`src/rtl/fault_monitor_if.sv`:
```
// Fault bus plus pulse report bundle between a fault source and fault_monitor.
// master drives the fault bus and observes reports; slave is the monitor side.
interface fault_monitor_if #(
  parameter int N             = 256,
  parameter int counter_width = 32,
  parameter int address_width = 8
);
  logic [N-1:0]             FI_in;
  logic                     rpt_valid;
  logic [address_width-1:0] rpt_addr;
  logic [counter_width-1:0] rpt_len;
  logic [counter_width-1:0] rpt_gap;
  logic [3:0]               rpt_err;
  logic [counter_width-1:0] pulse_cnt;
  logic [counter_width-1:0] err_cnt;
  logic                     sticky_err;

  modport master (
    output FI_in,
    input  rpt_valid, rpt_addr, rpt_len, rpt_gap, rpt_err,
    input  pulse_cnt, err_cnt, sticky_err
  );

  modport slave (
    input  FI_in,
    output rpt_valid, rpt_addr, rpt_len, rpt_gap, rpt_err,
    output pulse_cnt, err_cnt, sticky_err
  );
endinterface

```
`src/rtl/fault_monitor.sv`:
```
// Receive-side checker for a one-hot fault bus: measures each pulse's line,
// width and preceding gap, flags deviations from the injector schedule.
module fault_monitor #(
  parameter int N             = 256,
  parameter int DELAY_CYCLES  = 100,
  parameter int PULSE_LENGTH  = 2,
  parameter int counter_width = 32,
  parameter int address_width = 8
) (
  input  logic            clk,
  input  logic            rst,
  fault_monitor_if.slave  mon
);

  typedef enum logic {IDLE, ACTIVE} state_t;

  localparam logic [N-1:0] BUS_ONE = N'(1);

  state_t                   state;
  logic [counter_width-1:0] gap_cnt;
  logic [address_width-1:0] cur_addr;
  logic [counter_width-1:0] cur_len;
  logic [counter_width-1:0] cur_gap;
  logic                     cur_multi;
  logic                     first_flag;
  logic [address_width-1:0] exp_addr;

  logic [address_width-1:0] hit_addr;
  logic                     hit_found;
  logic                     any_hit;
  logic                     multi_hit;
  logic                     do_rpt;
  logic [3:0]               cur_err;

  function automatic logic [counter_width-1:0] sat_inc(input logic [counter_width-1:0] v);
    return (&v) ? v : v + counter_width'(1);
  endfunction

  function automatic logic [address_width-1:0] next_addr(input logic [address_width-1:0] a);
    return (a == address_width'(N - 1)) ? '0 : a + address_width'(1);
  endfunction

  // Decode: lowest set line wins; multi-hot is any second bit set
  always_comb begin
    hit_addr  = '0;
    hit_found = 1'b0;
    for (int i = 0; i < N; i++) begin
      if (mon.FI_in[i] && !hit_found) begin
        hit_addr  = address_width'(i);
        hit_found = 1'b1;
      end
    end
    any_hit   = |mon.FI_in;
    multi_hit = (mon.FI_in & (mon.FI_in - BUS_ONE)) != '0;
  end

  // A pulse ends when the bus drops or a different line takes over
  always_comb begin
    do_rpt  = (state == ACTIVE) && (!any_hit || (hit_addr != cur_addr));
    cur_err = {cur_addr != exp_addr,
               !first_flag && (cur_gap != counter_width'(DELAY_CYCLES)),
               cur_len != counter_width'(PULSE_LENGTH),
               cur_multi};
  end

  always_ff @(posedge clk) begin
    if (rst) begin
      state          <= IDLE;
      gap_cnt        <= '0;
      cur_addr       <= '0;
      cur_len        <= '0;
      cur_gap        <= '0;
      cur_multi      <= 1'b0;
      first_flag     <= 1'b1;
      exp_addr       <= '0;
      mon.rpt_valid  <= 1'b0;
      mon.rpt_addr   <= '0;
      mon.rpt_len    <= '0;
      mon.rpt_gap    <= '0;
      mon.rpt_err    <= '0;
      mon.pulse_cnt  <= '0;
      mon.err_cnt    <= '0;
      mon.sticky_err <= 1'b0;
    end else begin
      mon.rpt_valid <= 1'b0;
      case (state)
        IDLE: begin
          if (!any_hit) begin
            gap_cnt <= sat_inc(gap_cnt);
          end else begin
            state     <= ACTIVE;
            cur_addr  <= hit_addr;
            cur_len   <= counter_width'(1);
            cur_multi <= multi_hit;
            cur_gap   <= gap_cnt;
            gap_cnt   <= '0;
          end
        end
        ACTIVE: begin
          if (!any_hit) begin
            state   <= IDLE;
            gap_cnt <= counter_width'(1);
          end else if (hit_addr == cur_addr) begin
            cur_len   <= sat_inc(cur_len);
            cur_multi <= cur_multi | multi_hit;
          end else begin
            // Back-to-back line change: new pulse opens with zero gap
            cur_addr  <= hit_addr;
            cur_len   <= counter_width'(1);
            cur_multi <= multi_hit;
            cur_gap   <= '0;
          end
        end
        default: state <= IDLE;
      endcase

      // Report stage: outputs register one cycle after the terminating sample
      if (do_rpt) begin
        mon.rpt_valid <= 1'b1;
        mon.rpt_addr  <= cur_addr;
        mon.rpt_len   <= cur_len;
        mon.rpt_gap   <= cur_gap;
        mon.rpt_err   <= cur_err;
        mon.pulse_cnt <= mon.pulse_cnt + counter_width'(1);
        if (cur_err != 4'b0000) begin
          mon.err_cnt    <= mon.err_cnt + counter_width'(1);
          mon.sticky_err <= 1'b1;
        end
        exp_addr   <= next_addr(cur_addr);
        first_flag <= 1'b0;
      end
    end
  end

endmodule

```
`src/flat_wrapper.sv`:
```
// flat-port wrapper written by rule: the top's interface ports become plain ports
module fault_monitor_flat 
#(
  parameter int N             = 256,
  parameter int DELAY_CYCLES  = 100,
  parameter int PULSE_LENGTH  = 2,
  parameter int counter_width = 32,
  parameter int address_width = 8
)
  (clk, rst, mon_FI_in, mon_rpt_valid, mon_rpt_addr, mon_rpt_len, mon_rpt_gap, mon_rpt_err, mon_pulse_cnt, mon_err_cnt, mon_sticky_err);
  fault_monitor_if #(.N(N), .counter_width(counter_width), .address_width(address_width)) mon_i ();
  input  logic clk;
  input  logic rst;
  input wire logic [$bits(mon_i.FI_in)-1:0] mon_FI_in;
  output wire logic [$bits(mon_i.rpt_valid)-1:0] mon_rpt_valid;
  output wire logic [$bits(mon_i.rpt_addr)-1:0] mon_rpt_addr;
  output wire logic [$bits(mon_i.rpt_len)-1:0] mon_rpt_len;
  output wire logic [$bits(mon_i.rpt_gap)-1:0] mon_rpt_gap;
  output wire logic [$bits(mon_i.rpt_err)-1:0] mon_rpt_err;
  output wire logic [$bits(mon_i.pulse_cnt)-1:0] mon_pulse_cnt;
  output wire logic [$bits(mon_i.err_cnt)-1:0] mon_err_cnt;
  output wire logic [$bits(mon_i.sticky_err)-1:0] mon_sticky_err;
  assign mon_i.FI_in = mon_FI_in;
  assign mon_rpt_valid = mon_i.rpt_valid;
  assign mon_rpt_addr = mon_i.rpt_addr;
  assign mon_rpt_len = mon_i.rpt_len;
  assign mon_rpt_gap = mon_i.rpt_gap;
  assign mon_rpt_err = mon_i.rpt_err;
  assign mon_pulse_cnt = mon_i.pulse_cnt;
  assign mon_err_cnt = mon_i.err_cnt;
  assign mon_sticky_err = mon_i.sticky_err;
  fault_monitor #(.N(N), .DELAY_CYCLES(DELAY_CYCLES), .PULSE_LENGTH(PULSE_LENGTH), .counter_width(counter_width), .address_width(address_width)) u_core (.clk(clk), .rst(rst), .mon(mon_i));
endmodule
```
`config.mk`:
```
export PLATFORM = sky130hd
export DESIGN_NAME = fault_monitor_flat
export DESIGN_NICKNAME = d
export VERILOG_FILES = /design/src/rtl/fault_monitor_if.sv /design/src/rtl/fault_monitor.sv /design/src/flat_wrapper.sv
export SDC_FILE = /design/constraint.sdc
export NUM_CORES = 1
export LEC_CHECK = 0
export ABC_AREA = 1
export ABC_CLOCK_PERIOD_IN_PS = 8890
export BUFFER_PORTS_ARGS = -buffer_cell sky130_fd_sc_hd__buf_2
export CAP_MARGIN = 30
export CORE_ASPECT_RATIO = 1.2
export CORE_MARGIN = 4
export CORE_UTILIZATION = 45
export CTS_CLUSTER_DIAMETER = 100
export DETAILED_ROUTE_END_ITERATION = 7
export PLACE_DENSITY = 0.69
export SLEW_MARGIN = 20
export SYNTH_ARGS = -nofsm -noshare
export SYNTH_HDL_FRONTEND = slang
export SYNTH_SLANG_ARGS = --single-unit
```
`constraint.sdc`:
```
create_clock -name clk -period 8.89 [get_ports clk]
set_input_delay 1.778 -clock clk [delete_from_list [all_inputs] [get_ports clk]]
set_output_delay 1.778 -clock clk [all_outputs]
set_load 0.01 [all_outputs]
```
Word-level counts from Yosys, hierarchy flattened

Index checks and enable logic that the tools add are counted.

Output and inout bits: 142
Register bits: 257
Logic and storage cells: 1,096

Multiplexer cells: 534
Reductions and logical operators: 525
Bitwise gates (word level): 3
Add/subtract/negate cells: 6
Eq/ne operators: 12

Operators by type and width:

| operator                                               | number |
|---|---|
| 2-to-1 mux 8 bit                                       | 258 |
| 2-to-1 mux 32 bit                                      | 10 |
| 2-to-1 mux 1 bit                                       | 261 |
| logical AND 1 bit                                      | 257 |
| zero test 1 bit                                        | 257 |
| bitwise AND 256 bit                                    | 1 |
| nonzero test 256 bit                                   | 1 |
| OR reduction 256 bit                                   | 1 |
| subtractor 256 x 1 -> 256 bit, second input constant   | 1 |
| one-hot mux 32 bit (2 select lines)                    | 3 |
| adder 32 x 1 -> 32 bit, second input constant          | 4 |
| AND reduction 32 bit                                   | 2 |
| inequality test 32 x 2 -> 1 bit, second input constant | 1 |
| inequality test 32 x 7 -> 1 bit, second input constant | 1 |
| inequality test 8 bit                                  | 2 |
| one-hot mux 8 bit (2 select lines)                     | 1 |
| adder 8 x 1 -> 8 bit, second input constant            | 1 |
| == test 8 bit                                          | 1 |
| == test 8 bit, second input constant                   | 1 |
| inequality test 2 bit, second input constant           | 3 |
| AND reduction 2 bit                                    | 3 |
| AND reduction 3 bit                                    | 2 |
| nonzero test 4 bit                                     | 1 |
| inequality test 3 x 2 -> 1 bit, second input constant  | 1 |
| 6 further kinds                                        | 6 |

Depth between registers and ports, before layout

Gate-level depths: netlist (run 1).

Word-level depth: 770
Mapped depth: 84
Gate-level depth less buffers: 83

Worst setup path after synthesis (run 1)

OpenSTA, ideal clock, no wires.

Kind: input to register
Start: input mon_FI_in[39]
End: register u_core.mon.sticky_err
Path slack: 0.089 ns
Setup time: 0.115 ns
Buffers on the path: 2
Arrival time: 8.686 ns
Stages: 79
Cell sequence: buf_4 nor2_4 nand2_1 nor2_1 nand2_1 nor2_2 nand2_4 inv_2 nand2_4 nor2_2 inv_2 nor2_4 inv_2 nor2_4 inv_2 nor2_8 nand2_2 inv_2 (+43 left out) nor2_4 inv_2 nor2_4 inv_4 nor2_4 inv_2 o211ai_2 xor2_1 a21boi_2 nand4_1 nor2_2 nand4_1 nand2_2 inv_6 nand2_4 inv_2 buf_4 o21a_1

RTL lines:

| element                | line                   | RTL |
|---|---|---|
| start: declaration     | flat_wrapper.sv:14     | `input wire logic [$bits(mon_i.FI_in)-1:0] mon_FI_in;` |
| end signal: assignment | fault_monitor.sv:83    | `mon.sticky_err <= 1'b0;` |
| end signal: assignment | fault_monitor.sv:127   | `mon.sticky_err <= 1'b1;` |
| end: declaration       | fault_monitor_if.sv:27 | `output pulse_cnt, err_cnt, sticky_err` |

==> run_results.csv, run 1 <==
group,metric,value,unit
status,outcome,"finished, final reports clean",
synth,async_flop_share,0,
routing,post_drt_wl_per_cell,16.6,µm
global_routing,grt_first_pass_wirelength,126000,µm
sta,fin_skew,0.0165,ns
layout,area_growth,33.4,%
pwr,powerDensity,117,mW/mm²
setup_path,cp_max_fo,11,
routing,postRouteAntennaNets,0,
clock_network,cts_sinks,257,
sta,rsz0062_at_grt,"yes",
clock_network,htreeDepth,1,
setup_path,crit_cells,73,
synth,yosys_warnings,0,
place,portBuffers,399,
clock_network,cts_buffers,27,
clock_network,postCtsHoldBufs,0,
floorplanning,fp.dieArea,0.0524,mm²
place,dp_cells,5010,
sta,max_freq,116,MHz
setup_path,slowest_delay,0.38,ns
synth,synth-edff-count,0,
pwr,p_total,0.00343,W
routing,route.met2.wl,40400,µm
setup_path,r2r.worst_path.cells,22,
floorplanning,core_area,0.0481,mm²
sta,setup_violations,0,
sta,period_share,0.972,
synth,ys_ff_latch,257,
synth,syn_nets,4017,
setup_path,cp_slowest_cell,"nor4_4",
sta,slew_headroom,0.142,
flow_run,maxCapViolCount,0,
setup_path,r2r-start,"u_core.gap_cnt[0]$_SDFFE_PP0P_",
floorplanning,io_pins,400,
routing,drc_errors,0,
setup_path,critPathBufInv,19,
layout,instances_no_fill,5123,
routing,wl_met3,5570,µm
clock_network,cts_tree,"done",
synth,ys_seq_area_frac,0.234,
floorplanning,start_util,0.456,
setup_path,critPathLaunch,"mon_FI_in[117]",
sta,tightest_slew,1.29,ns
global_routing,overflow,0,
clock_network,cts_root_buffer,"clkbuf_16",
sta,min_period,8.64,ns
layout,nNetsFinal,4727,
floorplanning,std_cell_rows,88,
synth,synth_area,0.0219,mm²
setup_path,cp_common_cell,"nor2_4",
clock_network,worst_skew_pair.late_latency,0.55,ns
setup_path,crit_path_end,"u_core.cur_len[23]$_SDFFE_PP0P_",
setup_path,start_kind,"input pin",
sta,slew_viol_final,0,
floorplanning,dieWidth,210,µm
routing,drtIter0Drc,1977,
global_routing,grt_usage,0.285,
routing,firstDrtPassIters,6,
sta,hold_violations,0,
sta,setup_slack,0.246,ns
global_routing,grt_max_degree,107,
routing,vias_per_cell,5.42,
setup_path,regToRegSetupSlack,5.33,ns
layout,final_cell_mix,"inv_1 (673), nor2_1 (610), nand2_1 (585), buf_2 (386), buf_4 (302)",
synth,syn_avg_cell_area,5.85,µm²
routing,highest_layer,"met4",
layout,nFillCells,4760,
pwr,ir_worst_vdd,0.186,mV
setup_path,cp_data_required_time,9.37,ns
place,gp_congestion,1.01,
floorplanning,die_height,250,µm
routing,m1WireLength,34800,µm
global_routing,grt_pass1_vias,25100,
setup_path,reg2reg_to,"u_core.gap_cnt[31]$_SDFFE_PP0P_",
place,dpl_worst_slack,-0.726,ns
clock_network,clk_path_buf_depth,3,
setup_path,cp_top_family,"simple AND/OR/NAND/NOR gates",
layout,drive_above_1_share,0.241,
setup_path,crit_type,"in2reg",
hold_path,hp-class,"reg2reg",
global_routing,antenna_found_initial,9,
pwr,p_leak,13.2,nW
layout,final_common_cell,"inv_1",
synth,synth_cell_types,76,
routing,totalWireLength,85100,µm
synth,synth_ff_type,"dfxtp_1",
routing,num_vias,27800,
synth,synth_cells,3753,
layout,final_util,0.608,
setup_path,critPathArrivalTime,9.12,ns
setup_path,endpoint_kind,"flop",
place,post-dp-hpwl,66000,µm
clock_network,clk_pin_slew,0.07,ns
==> final cells by class <==
type	instances	area, µm²	share of cell area
multi-input cells	2728	14600	0.497
flip-flops and latches	257	5140	0.176
repair buffers	738	5080	0.173
inverters	707	2690	0.0919
well taps	630	788	0.0269
clock buffers	33	708	0.0242
clock inverters	16	233	0.00795
repair inverters	4	50.0	0.00171
diodes	10	25.0	0.000855
==> Yosys cell counts (all sizes together), types with 3 or more instances <==
master	number	area, µm²
nor3	197	1000
ha	6	75.1
clkbuf	18	75.1
o2111ai	15	131
xnor2	9	78.8
a2111oi	13	114
a31oi	15	93.8
nand4	180	1150
inv	705	2660
o31ai	10	75.1
nor2	687	2820
nand2	626	2450
o2111a	5	56.3
nor4	77	482
and3	4	25.0
a221oi	4	35.0
a311oi	6	58.8
or4	6	45.0
nand3b	5	37.5
dlygate4sd3	5	50.1
maj3	16	160
or2	5	31.3
o21a	11	82.6
o22ai	32	200
dfxtp	257	5140
a21oi	231	1180
a211oi	20	155
a21boi	3	26.3
nor3b	12	90.1
o21ai	269	1350
nand3	189	951
o41ai	3	26.3
buf	37	400
o211ai	10	80.1
xor2	44	385
==> sequential cells by signal, summed over array words and instances (netlist names) <==
name	count
u_core.cur_addr	8
u_core.cur_gap	32
u_core.cur_len	32
u_core.cur_multi	1
u_core.exp_addr	8
u_core.first_flag	1
u_core.gap_cnt	32
u_core.mon.err_cnt	32
u_core.mon.pulse_cnt	32
u_core.mon.rpt_addr	8
u_core.mon.rpt_err	4
u_core.mon.rpt_gap	32
u_core.mon.rpt_len	32
u_core.mon.rpt_valid	1
u_core.mon.sticky_err	1
u_core.state	1
==> logic make-up after synthesis <==
logic type,share of synthesized area
AOI/OAI and AO/OA,0.172
adders and majority gates,0.0107
and+or+nand+nor,0.416
buffers and inverters,0.146
DFF,0.234
xor gates and xnor gates,0.0212
==> through the flow <==
| stage | area [µm²] | hold slack [ns] | setup TNS (ns) |
|---|---|---|---|
| global route | 29300 | 0.480 | -49.89 |
| detailed placement | 26400 | 0.438 | -134.08 |
| finish | 29300 | 0.446 | 0 |
| floorplan | 21900 | 0.420 | 0 |
| global placement | 26400 | 0.436 | -116.06 |
| CTS | 27400 | 0.451 | 0 |
==> report_power, final <==
group          internal (W)  total (W)  switching [W]
clock              0.000718    0.00121       0.000490
combinational      0.000393   0.000940       0.000547
sequential          0.00122    0.00128      0.0000600
==> routing by layer <==
layer / track usage / vias to the layer above
met2: 0.493 / 1061
met3: 0.0366 / 239
met1: 0.359 / 12600
li1: - / 13900
met4: 0.113 / 0
met5: 0 / -
==> repair_timing <==
action | in CTS | in global routing
gates cloned | 0 | 20
buffers inserted | 0 | 35
pin swaps | 0 | 53
resized for setup | 1 | 373
setup endpoints to repair | 191 | 224
==> worst min-delay path, stage by stage (launching register included) <==
cell and delay, ns:
dfxtp_1 0.31, nand2_1 0.06, nand2_1 0.04
==> worst min path at each step <==
stage	cells past startpoint	slack (ns)	start	endpoint
finish	2	0.45	u_core.first_flag$_SDFFE_PP1P_	u_core.first_flag$_SDFFE_PP1P_
global route	2	0.48	u_core.first_flag$_SDFFE_PP1P_	u_core.first_flag$_SDFFE_PP1P_
CTS	2	0.45	u_core.first_flag$_SDFFE_PP1P_	u_core.first_flag$_SDFFE_PP1P_
detailed placement	2	0.44	u_core.first_flag$_SDFFE_PP1P_	u_core.first_flag$_SDFFE_PP1P_
global placement	2	0.44	u_core.first_flag$_SDFFE_PP1P_	u_core.first_flag$_SDFFE_PP1P_
floorplan	2	0.42	u_core.first_flag$_SDFFE_PP1P_	u_core.first_flag$_SDFFE_PP1P_
Power figures use the tool's default switching activity.
==> run 2: changes to the inputs <==
--- a/config.mk
+++ b/config.mk
@@ -9,13 +9,11 @@
 export ABC_CLOCK_PERIOD_IN_PS = 8890
 export BUFFER_PORTS_ARGS = -buffer_cell sky130_fd_sc_hd__buf_2
 export CAP_MARGIN = 30
-export CORE_ASPECT_RATIO = 1.2
 export CORE_MARGIN = 4
 export CORE_UTILIZATION = 45
 export CTS_CLUSTER_DIAMETER = 100
 export DETAILED_ROUTE_END_ITERATION = 7
 export PLACE_DENSITY = 0.69
-export SLEW_MARGIN = 20
 export SYNTH_ARGS = -nofsm -noshare
 export SYNTH_HDL_FRONTEND = slang
 export SYNTH_SLANG_ARGS = --single-unit
==> run 2 against run 1 <==
Against the previous run: power down 10%; non-clock buffer count down 59; highest routed layer is now met5; register-to-register slack worse by 0.02 ns; critical endpoint is now u_core.mon.err_cnt[7]$_SDFFE_PP0P_; worst hold slack better by 0.020 ns; clock power down 12%; worst setup slack better by 0.13 ns; sequential cell count unchanged; clock-buffer cell count down 1; via count down 2.6%; sequential power about the same; wire length down 7.5%.
==> run_results.csv, run 2 (synthesis gave the netlist of run 1 again) <==
group,metric,value,unit
clock_network,postCtsHoldBufs,0,
sta,period_share,0.957,
clock_network,cts_root_buffer,"clkbuf_16",
sta,hold_violations,0,
routing,num_vias,27100,
setup_path,start_kind,"input pin",
routing,drc_errors,0,
floorplanning,dieWidth,229,µm
sta,hold_slack,0.466,ns
setup_path,cp_slowest_cell,"nor2_4",
global_routing,grt_max_degree,84,
sta,fin_skew,0.0115,ns
place,gp_congestion,0.982,
place,post-dp-hpwl,63400,µm
routing,totalWireLength,78700,µm
setup_path,slowest_delay,0.19,ns
floorplanning,io_pins,400,
sta,setup_violations,0,
layout,nNetsFinal,4662,
flow_run,maxCapViolCount,0,
sta,slew_viol_final,0,
layout,final_common_cell,"inv_1",
floorplanning,fp.dieArea,0.0524,mm²
clock_network,cts_sinks,257,
floorplanning,std_cell_rows,80,
sta,setup_tns,0,ns
layout,final_cell_mix,"inv_1 (674), nor2_1 (621), nand2_1 (595), buf_2 (393), dfxtp_1 (257)",
sta,slew_headroom,0.0957,
sta,tightest_slew,1.35,ns
clock_network,clk_path_buf_depth,3,
place,portBuffers,399,
layout,drive_above_1_share,0.211,
global_routing,grt_usage,0.275,
setup_path,crit_type,"in2reg",
setup_path,cp_common_cell,"nor2_4",
global_routing,antenna_found_initial,17,
setup_path,cp_max_fo,7,
sta,rsz0062_at_grt,"yes",
hold_path,hp-class,"reg2reg",
routing,post_drt_wl_per_cell,15.6,µm
clock_network,worst_skew_pair.late_latency,0.53,ns
floorplanning,core_area,0.0479,mm²
floorplanning,start_util,0.458,
clock_network,clk_pin_slew,0.07,ns
pwr,powerDensity,110,mW/mm²
pwr,ir_worst_vdd,0.156,mV
global_routing,grt_pass1_vias,24700,
routing,drtIter0Drc,2222,
pwr,p_leak,12.6,nW
setup_path,cp_data_required_time,9.37,ns
status,outcome,"finished, final reports clean",
layout,nFillCells,4951,
clock_network,cts_tree,"done",
routing,vias_per_cell,5.37,
setup_path,endpoint_kind,"flop",
global_routing,grt_first_pass_wirelength,123000,µm
clock_network,htreeDepth,1,
sta,min_period,8.51,ns
layout,area_growth,27.6,%
floorplanning,die_height,229,µm
sta,max_freq,118,MHz
setup_path,critPathArrivalTime,8.99,ns
clock_network,cts_buffers,24,
routing,firstDrtPassIters,8,
global_routing,overflow,0,
routing,postRouteAntennaNets,0,
-- run 2: metrics by stage --
step / worst slack [ns] / instances / cell area [µm²] / power, W / utilization
global placement: -0.319 / 4951 / 26100 / 0.00195 / 0.543
global route: -0.270 / 5043 / 28000 / 0.00324 / 0.584
finish: 0.380 / 5044 / 28000 / 0.00309 / 0.584
floorplan: 0.0891 / 3753 / 21900 / 0.00166 / -
detailed placement: -0.472 / 4951 / 26100 / 0.00196 / 0.543
CTS: 0.0516 / 4994 / 26900 / 0.00302 / 0.560
-- run 2: where the power goes --
group / switching [W] / internal, W / leakage, nW
clock: 0.000456 / 0.000615 / 0.399
sequential: 0.0000508 / 0.00122 / 2.09
combinational: 0.000453 / 0.000292 / 10.1
total: 0.000960 / 0.00213 / 12.6
-- run 2: layout make-up --
class	count	area (µm²)	share of cell area
Timing Repair inverter	1	6.26	0.000224
Inverter	707	2700	0.0964
Sequential cell	257	5140	0.184
Multi-Input combinational cell	2728	14200	0.508
Antenna cell	14	35.0	0.00125
Clock inverter	11	116	0.00416
Clock buffer	32	702	0.0251
Timing Repair Buffer	679	4300	0.154
Tap cell	615	769	0.0275
-- run 2: repair_timing --
action                                  CTS  global route
endpoints found under the setup margin    0           224
resized for setup                         0           212
buffers inserted                          0            32
-- run 2: worst paths after layout --
| check | slack, ns | depth (start not counted) | endpoint | startpoint |
|---|---|---|---|---|
| max | 0.38 | 81 | u_core.mon.err_cnt[7]$_SDFFE_PP0P_ | mon_FI_in[20] |
| min | 0.47 | 2 | u_core.cur_len[5]$_SDFFE_PP0P_ | u_core.cur_len[5]$_SDFFE_PP0P_ |
| max reg2reg | 5.31 | 22 | u_core.gap_cnt[31]$_SDFFE_PP0P_ | u_core.gap_cnt[0]$_SDFFE_PP0P_ |
| min reg2reg | 0.47 | 2 | u_core.cur_len[5]$_SDFFE_PP0P_ | u_core.cur_len[5]$_SDFFE_PP0P_ |
-- run 2: critical path: cells and delay by family --
kind | cells | cell delay, ns
xor gates and xnor gates | 1 | 0.15
and+or+nand+nor | 55 | 5.18
AOI/OAI and AO/OA | 4 | 0.57
buffers and inverters | 21 | 1.27
-- run 2: layer usage --
| layer | part of all wire | GRT usage |
|---|---|---|
| met1 | 0.44 | 0.367 |
| met2 | 0.47 | 0.457 |
| met3 | 0.056 | 0.0277 |
| met4 | 0.041 | 0.112 |
| met5 | 0.00047 | 0 |
